## src/rtl/nl2_cln_arb_slice_if.sv

```systemverilog
// N-request-port packet arbiter bundle: per-port in_* requests, one registered out_* stream.
// Latency: none (signal bundle only).
// Backpressure: in_ready driven by the arbiter, out_ready driven by the downstream consumer.
interface nl2_cln_arb_slice_if #(
    parameter int N    = 2,
    parameter int DW   = 32,
    parameter int ADDR = $clog2(N)
);
    logic [N-1:0]    in_valid;
    logic [N-1:0]    in_ready;
    logic [N*DW-1:0] in_data;
    logic [N-1:0]    in_last;
    logic            out_valid;
    logic            out_ready;
    logic [DW-1:0]   out_data;
    logic            out_last;
    logic [ADDR-1:0] out_src;

    modport master (
        output in_valid, in_data, in_last, out_ready,
        input  in_ready, out_valid, out_data, out_last, out_src
    );

    modport slave (
        input  in_valid, in_data, in_last, out_ready,
        output in_ready, out_valid, out_data, out_last, out_src
    );
endinterface

```

## src/rtl/nl2_cln_arb_slice.sv

```systemverilog
// Packet-locked round-robin arbiter of N request ports into one registered output beat.
// Latency: accepted beat appears on out_* one cycle later; full throughput.
// Backpressure: in_ready only when the output register can load (!out_valid || out_ready).
module nl2_cln_arb_slice #(
    parameter int N    = 2,
    parameter int DW   = 32,
    parameter int ADDR = $clog2(N)
) (
    input  logic               clk,
    input  logic               rst_a,
    nl2_cln_arb_slice_if.slave bus
);
    typedef enum logic {
        ST_IDLE   = 1'b0,
        ST_LOCKED = 1'b1
    } state_t;

    state_t          r_state;
    state_t          w_state_nxt;
    logic [ADDR-1:0] r_pivot;
    logic [ADDR-1:0] w_pivot_nxt;
    logic [ADDR-1:0] r_grant;
    logic [ADDR-1:0] w_grant_nxt;

    logic            w_load_en;
    logic            w_cand_vld;
    logic [ADDR-1:0] w_cand;
    logic [ADDR-1:0] w_sel;
    logic            w_sel_vld;
    logic            w_sel_last;
    logic [DW-1:0]   w_sel_data;
    logic            w_xfer;
    logic [N-1:0]    w_ready;

    logic            r_out_valid;
    logic [DW-1:0]   r_out_data;
    logic            r_out_last;
    logic [ADDR-1:0] r_out_src;

    assign w_load_en = !r_out_valid || bus.out_ready;

    // Rotating priority: lowest valid port above the pivot wins, else wrap to the lowest at/below it.
    always_comb begin
        w_cand_vld = 1'b0;
        w_cand     = '0;
        // Descending scans so the lowest index is the last (winning) write; the
        // above-pivot scan runs second so it overrides any wrap-around choice.
        for (int i = N - 1; i >= 0; i--) begin
            if (bus.in_valid[i] && (ADDR'(i) <= r_pivot)) begin
                w_cand_vld = 1'b1;
                w_cand     = ADDR'(i);
            end
        end
        for (int i = N - 1; i >= 0; i--) begin
            if (bus.in_valid[i] && (ADDR'(i) > r_pivot)) begin
                w_cand_vld = 1'b1;
                w_cand     = ADDR'(i);
            end
        end
    end

    // Beat mux: the locked owner while a packet is open, otherwise the new candidate.
    always_comb begin
        w_sel      = (r_state == ST_LOCKED) ? r_grant : w_cand;
        w_sel_vld  = 1'b0;
        w_sel_last = 1'b0;
        w_sel_data = '0;
        for (int i = 0; i < N; i++) begin
            if (ADDR'(i) == w_sel) begin
                w_sel_vld  = bus.in_valid[i];
                w_sel_last = bus.in_last[i];
                w_sel_data = bus.in_data[i*DW +: DW];
            end
        end
    end

    // Next-state, pivot/grant update and one-hot ready generation.
    always_comb begin
        w_state_nxt = r_state;
        w_pivot_nxt = r_pivot;
        w_grant_nxt = r_grant;
        w_ready     = '0;
        w_xfer      = 1'b0;
        case (r_state)
            ST_IDLE: begin
                if (w_cand_vld && w_load_en) begin
                    w_ready[w_cand] = 1'b1;
                    w_xfer          = 1'b1;
                    if (w_sel_last) begin
                        w_pivot_nxt = w_cand;
                    end else begin
                        w_state_nxt = ST_LOCKED;
                        w_grant_nxt = w_cand;
                    end
                end
            end
            ST_LOCKED: begin
                // A gap on the owner keeps the lock; nobody else is offered a slot.
                w_ready[r_grant] = w_load_en;
                if (w_load_en && w_sel_vld) begin
                    w_xfer = 1'b1;
                    if (w_sel_last) begin
                        w_state_nxt = ST_IDLE;
                        w_pivot_nxt = r_grant;
                    end
                end
            end
        endcase
        // Reset is asynchronous, so ready must drop with it rather than wait for an edge.
        if (!rst_a) begin
            w_ready = '0;
        end
    end

    // Arbitration state; pivot starts at N-1 so port 0 is first after reset.
    always_ff @(posedge clk or negedge rst_a) begin
        if (!rst_a) begin
            r_state <= ST_IDLE;
            r_pivot <= ADDR'(N - 1);
            r_grant <= '0;
        end else begin
            r_state <= w_state_nxt;
            r_pivot <= w_pivot_nxt;
            r_grant <= w_grant_nxt;
        end
    end

    // Output register: payload only moves on a transfer, valid drops on an unrefilled drain.
    always_ff @(posedge clk or negedge rst_a) begin
        if (!rst_a) begin
            r_out_valid <= 1'b0;
            r_out_data  <= '0;
            r_out_last  <= 1'b0;
            r_out_src   <= '0;
        end else if (w_xfer) begin
            r_out_valid <= 1'b1;
            r_out_data  <= w_sel_data;
            r_out_last  <= w_sel_last;
            r_out_src   <= w_sel;
        end else if (bus.out_ready) begin
            r_out_valid <= 1'b0;
        end
    end

    assign bus.in_ready  = w_ready;
    assign bus.out_valid = r_out_valid;
    assign bus.out_data  = r_out_data;
    assign bus.out_last  = r_out_last;
    assign bus.out_src   = r_out_src;
endmodule

```

## src/flat_wrapper.sv

```systemverilog
// flat-port wrapper written by rule: the top's interface ports become plain ports
module nl2_cln_arb_slice_flat 
#(
    parameter int N    = 2,
    parameter int DW   = 32,
    parameter int ADDR = $clog2(N)
)
  (clk, rst_a, bus_in_valid, bus_in_data, bus_in_last, bus_out_ready, bus_in_ready, bus_out_valid, bus_out_data, bus_out_last, bus_out_src);
  nl2_cln_arb_slice_if #(.N(N), .DW(DW), .ADDR(ADDR)) bus_i ();
  input  logic clk;
  input  logic rst_a;
  input wire logic [$bits(bus_i.in_valid)-1:0] bus_in_valid;
  input wire logic [$bits(bus_i.in_data)-1:0] bus_in_data;
  input wire logic [$bits(bus_i.in_last)-1:0] bus_in_last;
  input wire logic [$bits(bus_i.out_ready)-1:0] bus_out_ready;
  output wire logic [$bits(bus_i.in_ready)-1:0] bus_in_ready;
  output wire logic [$bits(bus_i.out_valid)-1:0] bus_out_valid;
  output wire logic [$bits(bus_i.out_data)-1:0] bus_out_data;
  output wire logic [$bits(bus_i.out_last)-1:0] bus_out_last;
  output wire logic [$bits(bus_i.out_src)-1:0] bus_out_src;
  assign bus_i.in_valid = bus_in_valid;
  assign bus_i.in_data = bus_in_data;
  assign bus_i.in_last = bus_in_last;
  assign bus_i.out_ready = bus_out_ready;
  assign bus_in_ready = bus_i.in_ready;
  assign bus_out_valid = bus_i.out_valid;
  assign bus_out_data = bus_i.out_data;
  assign bus_out_last = bus_i.out_last;
  assign bus_out_src = bus_i.out_src;
  nl2_cln_arb_slice #(.N(N), .DW(DW), .ADDR(ADDR)) u_core (.clk(clk), .rst_a(rst_a), .bus(bus_i));
endmodule
```

## config.mk

```make
export PLATFORM = sky130hd
export DESIGN_NAME = nl2_cln_arb_slice_flat
export DESIGN_NICKNAME = d
export VERILOG_FILES = /design/src/rtl/nl2_cln_arb_slice_if.sv /design/src/rtl/nl2_cln_arb_slice.sv /design/src/flat_wrapper.sv
export SDC_FILE = /design/constraint.sdc
export NUM_CORES = 1
export LEC_CHECK = 0
export CELL_PAD_IN_SITES_DETAIL_PLACEMENT = 0
export CELL_PAD_IN_SITES_GLOBAL_PLACEMENT = 1
export CORE_MARGIN = 4
export CORE_UTILIZATION = 29
export DETAILED_ROUTE_END_ITERATION = 16
export PLACE_DENSITY = 0.89
export SYNTH_ARGS = -nofsm -noshare
export SYNTH_HDL_FRONTEND = slang
export SYNTH_SLANG_ARGS = --single-unit
```

## constraint.sdc

```tcl
create_clock -name clk -period 2.3 [get_ports clk]
set_input_delay 0.46 -clock clk [delete_from_list [all_inputs] [get_ports clk]]
set_output_delay 0.46 -clock clk [all_outputs]
set_load 0.01 [all_outputs]
```

# --- Word level (Yosys, flattened, before mapping) ---
# Index checks and enable logic that the tools add are counted.
totals:
  ff_bits: 38
  inputBits: 71
  wordCells: 67
classes:
  n_lt_le_gt_ge: 8
  eq_ne: 4
  mux: 32
  n_bitwise: 3
  n_reduce_logical: 13
op_table:
  columns: ["op", "n"]
  rows:
  - ["$mux 32", 1]
  - ["$mux 1", 23]
  - ["$logic_and 1x1->1", 8]
  - ["$pmux 1 s2", 3]
  - ["$lt 1x2->1 const B", 2]
  - ["$mux 2", 2]
  - ["$ne 2x1->1 const B", 2]
  - ["$ne 2x2->1 const B", 2]
  - ["$pmux 2 s2", 1]
  - ["$reduce_and 4->1", 1]
  - ["$reduce_and 3->1", 1]
  - ["$and 2x2->2", 1]
  - ["$demux 1 s1", 2]
  - ["$ge 1x1->1 const B", 2]
  - ["$gt 1x1->1 const A", 2]
  - ["$le 1x1->1 const A", 2]
  - ["$not 1->1", 2]
  - ["$reduce_bool 2->1", 1]
  - ["$logic_not 1->1", 1]
  - ["$logic_or 1x1->1", 1]

# --- Depth between registers and ports, before layout ---
depth:
  word_depth: 13
  mapped_depth: 7

# --- Worst setup path after synthesis ---
# OpenSTA, ideal clock, no wires.
synth_timing:
  path_type: "input -> output"
  from: "in bus_in_valid[1]"
  to: "out bus_in_ready[1]"
  t_arrival_ns: 1.079
  required_time_ns: 1.840
  path_slack_ns: 0.761
  cell_stages: 3
  path_buffers: 0
  cell_sequence: "a21bo_2 -> o21ai_2 -> and3_1"
synth_via:
  elab_chain_cells: 12
  word_cells_on_any_way: 18
synth_rtl:
  columns: ["item", "line_no", "text"]
  rows:
  - ["from (decl)", "flat_wrapper.sv:12", "input wire logic [$bits(bus_i.in_valid)-1:0] bus_in_valid;"]
  - ["$logic_and 1x1->1", "nl2_cln_arb_slice.sv:49", "if (bus.in_valid[i] && (ADDR'(i) <= r_pivot)) begin"]
  - ["$mux 1 (2 in series)", "nl2_cln_arb_slice.sv:49", null]
  - ["$mux 1 (2 in series)", "nl2_cln_arb_slice.sv:55", "if (bus.in_valid[i] && (ADDR'(i) > r_pivot)) begin"]
  - ["$lt 1x2->1 (not written as such) or $ge 1x1->1 (tied branches)", "nl2_cln_arb_slice.sv:87", "w_ready[w_cand] = 1'b1;"]
  - ["$logic_and 1x1->1 (not written as such)", "nl2_cln_arb_slice.sv:87", null]
  - ["$mux 1 (not written as such)", "nl2_cln_arb_slice.sv:87", null]
  - ["$demux 1 s1", null, null]
  - ["$mux 2 *", "nl2_cln_arb_slice.sv:86", "if (w_cand_vld && w_load_en) begin"]
  - ["$pmux 2 s2 *", "nl2_cln_arb_slice.sv:84", "case (r_state)"]
  - ["$mux 2 *", "nl2_cln_arb_slice.sv:110", "if (!rst_a) begin"]
  - ["to (decl)", "flat_wrapper.sv:16", "output wire logic [$bits(bus_i.in_ready)-1:0] bus_in_ready;"]
# Mark *: on every way between the ends. The rest lies on a longest branch, timed or not.

# --- Worst setup path in the final report ---
layout_timing:
  from: "in bus_in_valid[1]"
  to: "out bus_in_ready[0]"
# The elaborated chain is that of the path after synthesis.

==> flow_metrics.env <==
export IMPL_critPathRequiredTime_ns=1.84
export IMPL_p_leak_uw=0.00135
export IMPL_final_common_cell="clkdlybuf4s50_1"
export IMPL_seq_area_um2=952
export IMPL_die_w_um=87.6
export IMPL_drc=0
export IMPL_reg2reg_depth=6
export IMPL_clkPwrFrac_pct=11.5
export IMPL_vias_per_cell=4.52
export IMPL_yosysSeqAreaShare_pct=51.8
export IMPL_instances_no_fill=363
export IMPL_root_buffer="clkbuf_8"
export IMPL_power_density_nw_per_um2=1170
export IMPL_status="complete, no violations"
export IMPL_met1_length_mm=1.80
export IMPL_cts_setup_buffers=0
export IMPL_critPathCaptureType="output port"
export IMPL_start_util_pct=30.5
export IMPL_wl_met2_mm=2.41
export IMPL_yosysUniqueCellTypes=28
export IMPL_cts_buffer_depth=2
export IMPL_rr_startpoint="u_core.r_pivot"
export IMPL_place_gp_congestion=0.868
export IMPL_synthCells=176
export IMPL_antenna_cells=0
export IMPL_via_count=1640
export IMPL_wl_mm=4.80
export IMPL_core_um2=6030
export IMPL_worstHoldPathType="input port to asynchronous set/reset pin"
export IMPL_port_buffer_count=107
export IMPL_grt_setup_unrepaired="false"
export IMPL_arrival_ns=1.75
export IMPL_skew_ns=0.00430
export IMPL_cts_buffers=5
export IMPL_dr_pass1_iters=4
export IMPL_r2r_slack_ns=0.59
export IMPL_areaGrowthSynthToFinish_pct=69.9
export IMPL_power_uw=3660
export IMPL_critical_path_class="input port to output port"
export IMPL_power_switching_uw=1310
export IMPL_grt_pass1_vias=1684
export IMPL_layout_nets=359
export IMPL_yosys_warnings=0
export IMPL_avgRoutedWirePerCell_um=13.2
export IMPL_numClockSinks=38
export IMPL_dp_cells=356
export IMPL_irDropWorstVdd_mv=0.601
export IMPL_cts_hold_buf=0
export IMPL_pwr_share_seq_pct=32.4
export IMPL_path_max_fanout=4
export IMPL_die_area_um2=7680
export IMPL_p_int_uw=2350
export IMPL_ys_ff_latch=38
export IMPL_antenna_found_initial=0
export IMPL_max_slew_margin_pct=67.7
export IMPL_fin_crit_ns=2.21
export IMPL_syn_area_um2=1840
export IMPL_setup_ws_ns=0.0855
export IMPL_htree_levels=2
export IMPL_grt_use_total_pct=12.8
export IMPL_tightest_slew_ns=0.485
export IMPL_maxCapViolations=0
export IMPL_drive_gt1_share_pct=8.33
export IMPL_finalSetupViolCount=0
export IMPL_multi_input_area_um2=815
export IMPL_std_cell_rows=28
export IMPL_finalMaxSlewViolations=0
export IMPL_hold_viol=0
export IMPL_wl_met3_um=517
export IMPL_clock_latency_ns=0.28
export IMPL_cts_tree="built"
export IMPL_chipHeight_um=87.6
export IMPL_grt_first_pass_wirelength_mm=7.67
export IMPL_path_clk_slew_ns=0.07
export IMPL_fmax_ghz=0.452
export IMPL_pin_count=108
export IMPL_drt_iter0_markers=46
export IMPL_p_comb_share_pct=56.1
export IMPL_postSynthAreaPerCell_um2=10.4
export IMPL_grt_max_degree=39
export IMPL_swShare_pct=35.8
export IMPL_ant_nets=0
export IMPL_layout_common_cells="clkdlybuf4s50_1 (104), dfrtp_1 (37), nand2_1 (36)"
export IMPL_grt_ovfl_total=0
export IMPL_syn_nets=247
export IMPL_topRoutingLayerUsed="met4"
export IMPL_dp_hpwl_mm=3.89
export IMPL_worstReg2RegEnd="u_core.bus.out_data[19]"
export IMPL_setup_worst_path_start_class="input port"
export IMPL_ctsResizeCount=2
export IMPL_dp_slack_ns=-0.143
export IMPL_min_period_over_period_pct=96.3
export IMPL_fill_cells=589
[worst max-delay path, cell delays in order]
cell and delay (ns):
clkdlybuf4s50_1 0.46, a21bo_2 0.23, o21ai_2 0.12, buf_4 0.14, nor2_1 0.04, dlygate4sd2_1 0.29
[stage by stage]
stage	TNS [ns]	area, um^2	hold WS (ns)	util [%]
floorplan	0	1840	0.164	-
CTS	0	3120	0.310	51.8
finish	0	3120	0.290	51.8
detailed placement	-0.257	3050	0.469	50.6
global placement	-0.235	3050	0.460	50.6
global route	0	3120	0.338	51.8
[synthesized netlist by cell type]
cell,instances,share of area (%)
clkbuf_1,7,1.4
o32a_1,2,1.1
a21boi_1,1,0.41
and3_1,1,0.34
dfstp_2,1,1.4
o21ai_2,1,0.48
nor3_1,1,0.27
nand2_1,36,7.4
a22oi_1,1,0.41
o31a_1,1,0.48
o211a_1,1,0.54
a21bo_2,1,0.54
nor2b_1,1,0.34
buf_6,4,2.5
nor2_1,1,0.20
o21ai_0,35,9.5
nand2b_1,2,0.68
a21oi_1,1,0.27
a211oi_1,1,0.41
inv_1,2,0.41
nor4b_2,1,0.82
mux2i_1,32,17
o311ai_0,1,0.48
dfrtp_1,37,50
o221ai_2,1,0.82
buf_2,1,0.27
o21a_1,1,0.41
o22ai_1,1,0.34
[layer usage]
layer	vias to the layer above	global-route usage [%]
met5	-	0
met4	0	4.04
met3	6	6.02
met2	66	21.8
met1	732	14.2
li1	836	-
[sequential cells by signal, summed over array words and instances (netlist names)]
name / flops
u_core.bus.out_data: 32
u_core.bus.out_last: 1
u_core.bus.out_src: 1
u_core.bus.out_valid: 1
u_core.r_grant: 1
u_core.r_pivot: 1
u_core.r_state: 1
[worst max path at each step]
stage	startpoint	cells after the start	slack [ns]	endpoint
6_report	bus_in_valid[1]	6	0.09	bus_in_ready[0]
2_1_floorplan	bus_in_valid[1]	3	0.76	bus_in_ready[1]
3_5_place_dp	bus_in_valid[1]	5	-0.14	bus_in_ready[1]
5_1_grt	bus_in_valid[1]	5	0.02	bus_in_ready[0]
4_1_cts	bus_in_valid[1]	6	0.09	bus_in_ready[0]
3_3_place_gp	bus_in_valid[1]	5	-0.14	bus_in_ready[1]
[area by class of cell]
type / count / area share [%]
Tap cell: 75 / 3.00
Multi-Input combinational cell: 124 / 26.1
Inverter: 2 / 0.240
Clock inverter: 2 / 0.321
Clock buffer: 5 / 2.20
Timing Repair Buffer: 117 / 37.7
Sequential cell: 38 / 30.5
[power by group through the flow]
stage,Combinational (uW),Clock [uW],Sequential (uW)
floorplan,963,0,1320
global placement,2070,0,1190
detailed placement,2110,0,1200
CTS,2100,442,1190
global route,2250,475,1240
finish,2050,421,1190
[cells by family (layout without fill, tap and decap cells)]
group | count (synthesis) | count (layout) | share of synthesized area [%]
flops | 38 | 38 | 51.8
compound gates | 49 | 49 | 16.2
buf+inv | 14 | 126 | 4.56
simple gates | 43 | 43 | 10.0
mux | 32 | 32 | 17.4
(Power assumes the default switching activity.)
==> RTL change 1: new RTL, same settings <==
`N` is set to 2 in 3 places; all go to 4.
--- a/src/rtl/nl2_cln_arb_slice_if.sv
+++ b/src/rtl/nl2_cln_arb_slice_if.sv
@@ -2,7 +2,7 @@
 // Latency: none (signal bundle only).
 // Backpressure: in_ready driven by the arbiter, out_ready driven by the downstream consumer.
 interface nl2_cln_arb_slice_if #(
-    parameter int N    = 2,
+    parameter int N    = 4,
     parameter int DW   = 32,
     parameter int ADDR = $clog2(N)
 );
--- a/src/rtl/nl2_cln_arb_slice.sv
+++ b/src/rtl/nl2_cln_arb_slice.sv
@@ -2,7 +2,7 @@
 // Latency: accepted beat appears on out_* one cycle later; full throughput.
 // Backpressure: in_ready only when the output register can load (!out_valid || out_ready).
 module nl2_cln_arb_slice #(
-    parameter int N    = 2,
+    parameter int N    = 4,
     parameter int DW   = 32,
     parameter int ADDR = $clog2(N)
 ) (
--- a/src/flat_wrapper.sv
+++ b/src/flat_wrapper.sv
@@ -1,7 +1,7 @@
 // flat-port wrapper written by rule: the top's interface ports become plain ports
 module nl2_cln_arb_slice_flat 
 #(
-    parameter int N    = 2,
+    parameter int N    = 4,
     parameter int DW   = 32,
     parameter int ADDR = $clog2(N)
 )
Interface: changed (5 resized); port bits go from 108 to 179. No check against the original RTL was run, so the function may have changed too.
==> RTL change 1 against the unedited design <==
  * The run now ends with negative setup slack left
  * Sequential cell count up 3
  * Area after synthesis rose by 78%
  * Via count rose by 87%
  * Final cell count grew 79%
  * Final area up 97%
  * Combinational power increased to 3.2 times the old value
  * Worst setup slack got worse by 0.16 ns
  * Count of clock-buffer cells in the layout increased by 2
  * First-iteration DRC count grew 72%
  * Power is 140% higher
  * Routed wire length increased by 140%
  * Clock skew shrank 0.0020 ns
  * Sequential power up 13%
  * Critical path type is now reg2reg
  * Highest routed layer unchanged
==> RTL change 1: results (changes against the unedited design) <==
Outcome
The run finished, with violations left. The final reports fail on negative setup slack.

Routing
The count of vias placed by the detailed router is 3071 (+87%). The detailed route wirelength on metal3 is 729 um (+41%). The wire length per cell after detailed routing is 17.39 um (+32%). The sum of routed wire segments on met1 was 4.485 mm (+150%).

Placement
The weighted congestion at the end of routability-driven global placement is 0.8278 (-4.6%). The number of instances in the placed design was 621 (+74%).

Worst setup path
The biggest cell delay along the critical path was 0.57 ns (+0.11 ns). The gate family responsible for the most delay along the worst path is multiplexers. The data arrival time of the critical path is 2.53 ns (+0.78 ns).

STA
The worst setup slack after layout is -0.07092 ns (-0.1564 ns). The count of final setup violators is 35 (+35). The worst clock skew is 0.002275 ns (-0.002026 ns).

Yosys
Counting instances in the post-synthesis netlist gives the leading cell types as 98 x sky130_fd_sc_hd__mux2i_1, 39 x sky130_fd_sc_hd__dfrtp_1, 29 x sky130_fd_sc_hd__mux2_4, 10 x sky130_fd_sc_hd__nand2_1, 8 x sky130_fd_sc_hd__nor2_1. The synthesized area per cell is 11.74 um2 (+12%). After synthesis, the cell types taking the most area are sky130_fd_sc_hd__mux2i_1 30%, sky130_fd_sc_hd__dfrtp_1 30%, sky130_fd_sc_hd__mux2_4 13%, sky130_fd_sc_hd__buf_12 2.5%, sky130_fd_sc_hd__dfstp_2 1.6%. The count of distinct cell types in the synthesized netlist is 53 (+89%).

Global route
The fraction of met3 tracks used by global routing is 0.04387 (-0.01634). The wire length of the first global-routing pass is 15.77 mm (+110%). The pin count of the biggest net entering global routing is 42 (+7.7%). The global-route track usage on met2 is 0.2740 (+0.05551). The combined global-route utilization of all metal layers is 0.1501 (+0.02167).

Finish
The filler cell count came to 939 (+59%). The layout net count came to 648 (+81%).

Pwr
The maximum VDD drop came to 0.5527 mV (-8.0%).

Clock tree
The tree is rooted in a sky130_fd_sc_hd__clkbuf_16.
==> RTL change 1: area by class of cell <==
| class | instances | share of cell area |
|---|---|---|
| Clock buffer | 7 | 0.02324 |
| Timing Repair Buffer | 243 | 0.4145 |
| Sequential cell | 41 | 0.1676 |
| Multi-Input combinational cell | 214 | 0.3588 |
| Tap cell | 140 | 0.02854 |
| Inverter | 4 | 0.002446 |
| Clock inverter | 1 | 0.004893 |
==> RTL change 1: kinds of logic after synthesis <==
family,after synthesis,share of synthesized area
simple gates,46,0.08088
flops,41,0.3151
buf+inv,23,0.06132
compound gates,37,0.09506
mux,131,0.4477
==> RTL change 1: timing repair <==
action                                  in CTS  in global routing
pin swaps                                    7                 13
setup buffers                                3                  7
resized for setup                           39                 31
gates cloned                                 0                 12
endpoints found under the setup margin      44                 43
==> RTL change 1: worst paths after layout <==
path	startpoint	to	slack, ns	cells after the start
max	u_core.r_pivot[1]	u_core.bus.out_data[30]	-0.07	9
min	rst_a	u_core.bus.out_data[24]	0.35	2
max reg2reg	u_core.r_pivot[1]	u_core.bus.out_data[30]	-0.07	9
min reg2reg	u_core.bus.out_last	u_core.bus.out_last	0.49	1
max in group asynchronous	rst_a	u_core.r_pivot[0]	1.58	2
min in group clk	u_core.bus.out_last	u_core.bus.out_last	0.49	1
==> RTL change 1: power breakdown <==
group | switching [uW] | total, uW | internal (uW)
Clock | 271 | 813 | 542
Combinational | 2580 | 6590 | 4020
Sequential | 223 | 1350 | 1130
Total | 3070 | 8760 | 5680
==> RTL change 1: per-stage QoR <==
step	cell area (um2)	setup TNS (ns)	hold WS (ns)
floorplan	3264	0	0.1644
global placement	5445	-22.86	0.4654
detailed placement	5445	-25.32	0.4782
CTS	5684	-0.005336	0.3738
global route	6137	-5.682	0.4109
finish	6137	-1.123	0.3538
==> RTL change 2: new RTL, same settings <==
Made on the original files. Make the reset (`rst_a`) synchronous in 2 clocked blocks. Comments in the files are not updated.
--- a/src/rtl/nl2_cln_arb_slice.sv
+++ b/src/rtl/nl2_cln_arb_slice.sv
@@ -113,7 +113,7 @@
     end
 
     // Arbitration state; pivot starts at N-1 so port 0 is first after reset.
-    always_ff @(posedge clk or negedge rst_a) begin
+    always_ff @(posedge clk) begin
         if (!rst_a) begin
             r_state <= ST_IDLE;
             r_pivot <= ADDR'(N - 1);
@@ -126,7 +126,7 @@
     end
 
     // Output register: payload only moves on a transfer, valid drops on an unrefilled drain.
-    always_ff @(posedge clk or negedge rst_a) begin
+    always_ff @(posedge clk) begin
         if (!rst_a) begin
             r_out_valid <= 1'b0;
             r_out_data  <= '0;
Behaviour: differs if rst_a is asserted again (counterexample within 4 cycles, from zero or initial values and one cycle with rst_a low); with rst_a held inactive, the same outputs for 10 cycles.
==> RTL change 2 against the unedited design <==
  * Routed wire length rose by 29%
  * Worst setup slack got worse by 0.025 ns
  * Area after synthesis grew 10%
  * Final area increased by 7.2%
  * Sequential cell count unchanged
Power is not compared: it rests on default switching activity, and its combinational part moved more than twofold at a synthesized area within 25%.
==> RTL change 2: results (changes against the unedited design) <==
Global route
The number of antenna violations at the first check in global routing was 0 (unchanged). The pin count of the biggest net entering global routing is 37 (-5.1%). The wire length of the first global-routing pass is 9.860 mm (+29%). The combined global-route utilization of all metal layers is 0.1436 (+0.01523).

Worst hold path
The startpoint of the worst hold path is u_core.bus.out_data[28]. The min-delay analysis places its worst path in the category reg2reg.

Yosys
The count of distinct cell types in the synthesized netlist came to 33 (+18%). The sequential-to-total area share from yosys stat is 0.3751 (-0.1430). The commonest cells after synthesis are 67 x sky130_fd_sc_hd__nand2_1, 38 x sky130_fd_sc_hd__dfxtp_1, 36 x sky130_fd_sc_hd__a21oi_1, 29 x sky130_fd_sc_hd__a311oi_2, 10 x sky130_fd_sc_hd__buf_2. The fraction of registers with async set/reset is 0 (-1.000). The most instantiated flip-flop cell in the synthesis netlist is sky130_fd_sc_hd__dfxtp_1. After synthesis, the cell types taking the most area are sky130_fd_sc_hd__dfxtp_1 38%, sky130_fd_sc_hd__a311oi_2 21%, sky130_fd_sc_hd__nand2_1 12%, sky130_fd_sc_hd__a21oi_1 8.9%, sky130_fd_sc_hd__buf_6 3.3%. The net count after synthesis is 298 (+21%). The count of warnings emitted by yosys is 0 (unchanged). The synthesized instance count is 227 (+29%).

STA
The worst clock skew is 0.01148 ns (+0.007178 ns). The slew at the pin closest to its max-slew limit came to 0.5697 ns (+0.08504 ns).

Pwr
Summed over all cells, the static leakage comes to 0.001237 uW. Summed over all nets, the switching power comes to 589.4 uW. The worst-case IR drop observed on VDD is 0.2811 mV.

Finish
The post-layout instance count excluding filler cells is 430 (+18%). The layout net count is 404 (+13%). The flip-flop count of the largest register, all copies and words added came to 32 (unchanged). The share of final-layout standard cells stronger than drive strength 1 was 0.1737 (+0.09032). The antenna diode instance count came to 0 (unchanged).

Placement
The weighted congestion at the end of routability-driven global placement came to 0.7920 (-8.8%). The number of instances in the placed design is 422 (+19%). The count of input and output buffers came to 107 (unchanged). The worst slack at placement was -0.1784 ns (-0.03498 ns). The sum of net half-perimeters after detailed placement is 4.327 mm (+11%). The instance area at placement is 0.003213 mm2 (+5.5%).

Routing
The DRC violation total after the first TritonRoute iteration is 46 (unchanged). The number of iterations in the first detailed-routing pass is 4 (unchanged). The count of vias placed by the detailed router came to 2061 (+26%). The wire length per cell after detailed routing is 14.35 um (+8.6%).

Worst setup path
In this run the critical register-to-register path is launched from u_core.r_pivot. The data arrival time of the critical path is 1.78 ns (+0.03 ns). The peak fanout along the critical path is 3 (-1).

Clock tree
The clock buffer count from CTS is 5 (unchanged). The H-tree level count is 2 (unchanged). Clock-pin slew was measured on the worst setup and hold paths at 0.08 ns. The clock tree buffer depth was 2 (unchanged). In this run the clock root is driven by a sky130_fd_sc_hd__clkbuf_8. The count of buffers added by post-CTS timing repair for setup was 0 (unchanged).

Outcome
The flow ran to the end, and the final reports show no timing, DRC or antenna violations.
## RTL change 2: power groups by stage
stage	Combinational (uW)	Sequential [uW]	Clock (uW)
3_5_place_dp	692	788	0
4_1_cts	693	774	696
2_1_floorplan	322	818	0
5_1_grt	736	783	728
6_report	683	773	677
3_3_place_gp	685	787	0
## RTL change 2: what timing repair did
item	CTS	global route
resized for setup	2	0
setup endpoints to repair	2	0
hold buffers	0	0
## RTL change 2: final timing paths
kind | to | slack [ns] | cells after the start
setup / recovery | bus_in_ready[0] | 0.06 | 6
hold / removal | u_core.bus.out_data[28] | 0.52 | 2
setup reg to reg | u_core.bus.out_data[9] | 0.63 | 6
hold reg to reg | u_core.bus.out_data[28] | 0.52 | 2
## RTL change 2: metal layers
metal / GRT usage / share of wire / vias up
met2: 0.2538 / 0.49 / 72
met3: 0.04758 / 0.080 / 2
met1: 0.1678 / 0.43 / 953
li1: - / - / 1034
met5: 0 / 0 / -
met4: 0.03141 / 0.0031 / 0
## RTL change 2: cells by family (layout without fill, tap and decap cells)
family	after synthesis	after routing	synth area share
buf+inv	27	134	0.08019
flops	38	38	0.3751
mux	2	2	0.01049
compound gates	82	82	0.3806
simple gates	78	78	0.1536
## RTL change 2: worst max-delay path: stages
cell and delay (ns):
sky130_fd_sc_hd__clkdlybuf4s50_1 0.50, sky130_fd_sc_hd__a21bo_2 0.24, sky130_fd_sc_hd__buf_4 0.14, sky130_fd_sc_hd__o21ai_4 0.12, sky130_fd_sc_hd__nor2_1 0.05, sky130_fd_sc_hd__dlygate4sd2_1 0.27
## RTL change 2: layout make-up
cell class,instances,area [um2]
Clock inverter,3,68.82
Clock buffer,5,68.82
Tap cell,96,120.1
Multi-Input combinational cell,162,1105
Fill cell,656,3446
Inverter,3,11.26
Timing Repair Buffer,123,1214
Sequential cell,38,760.7
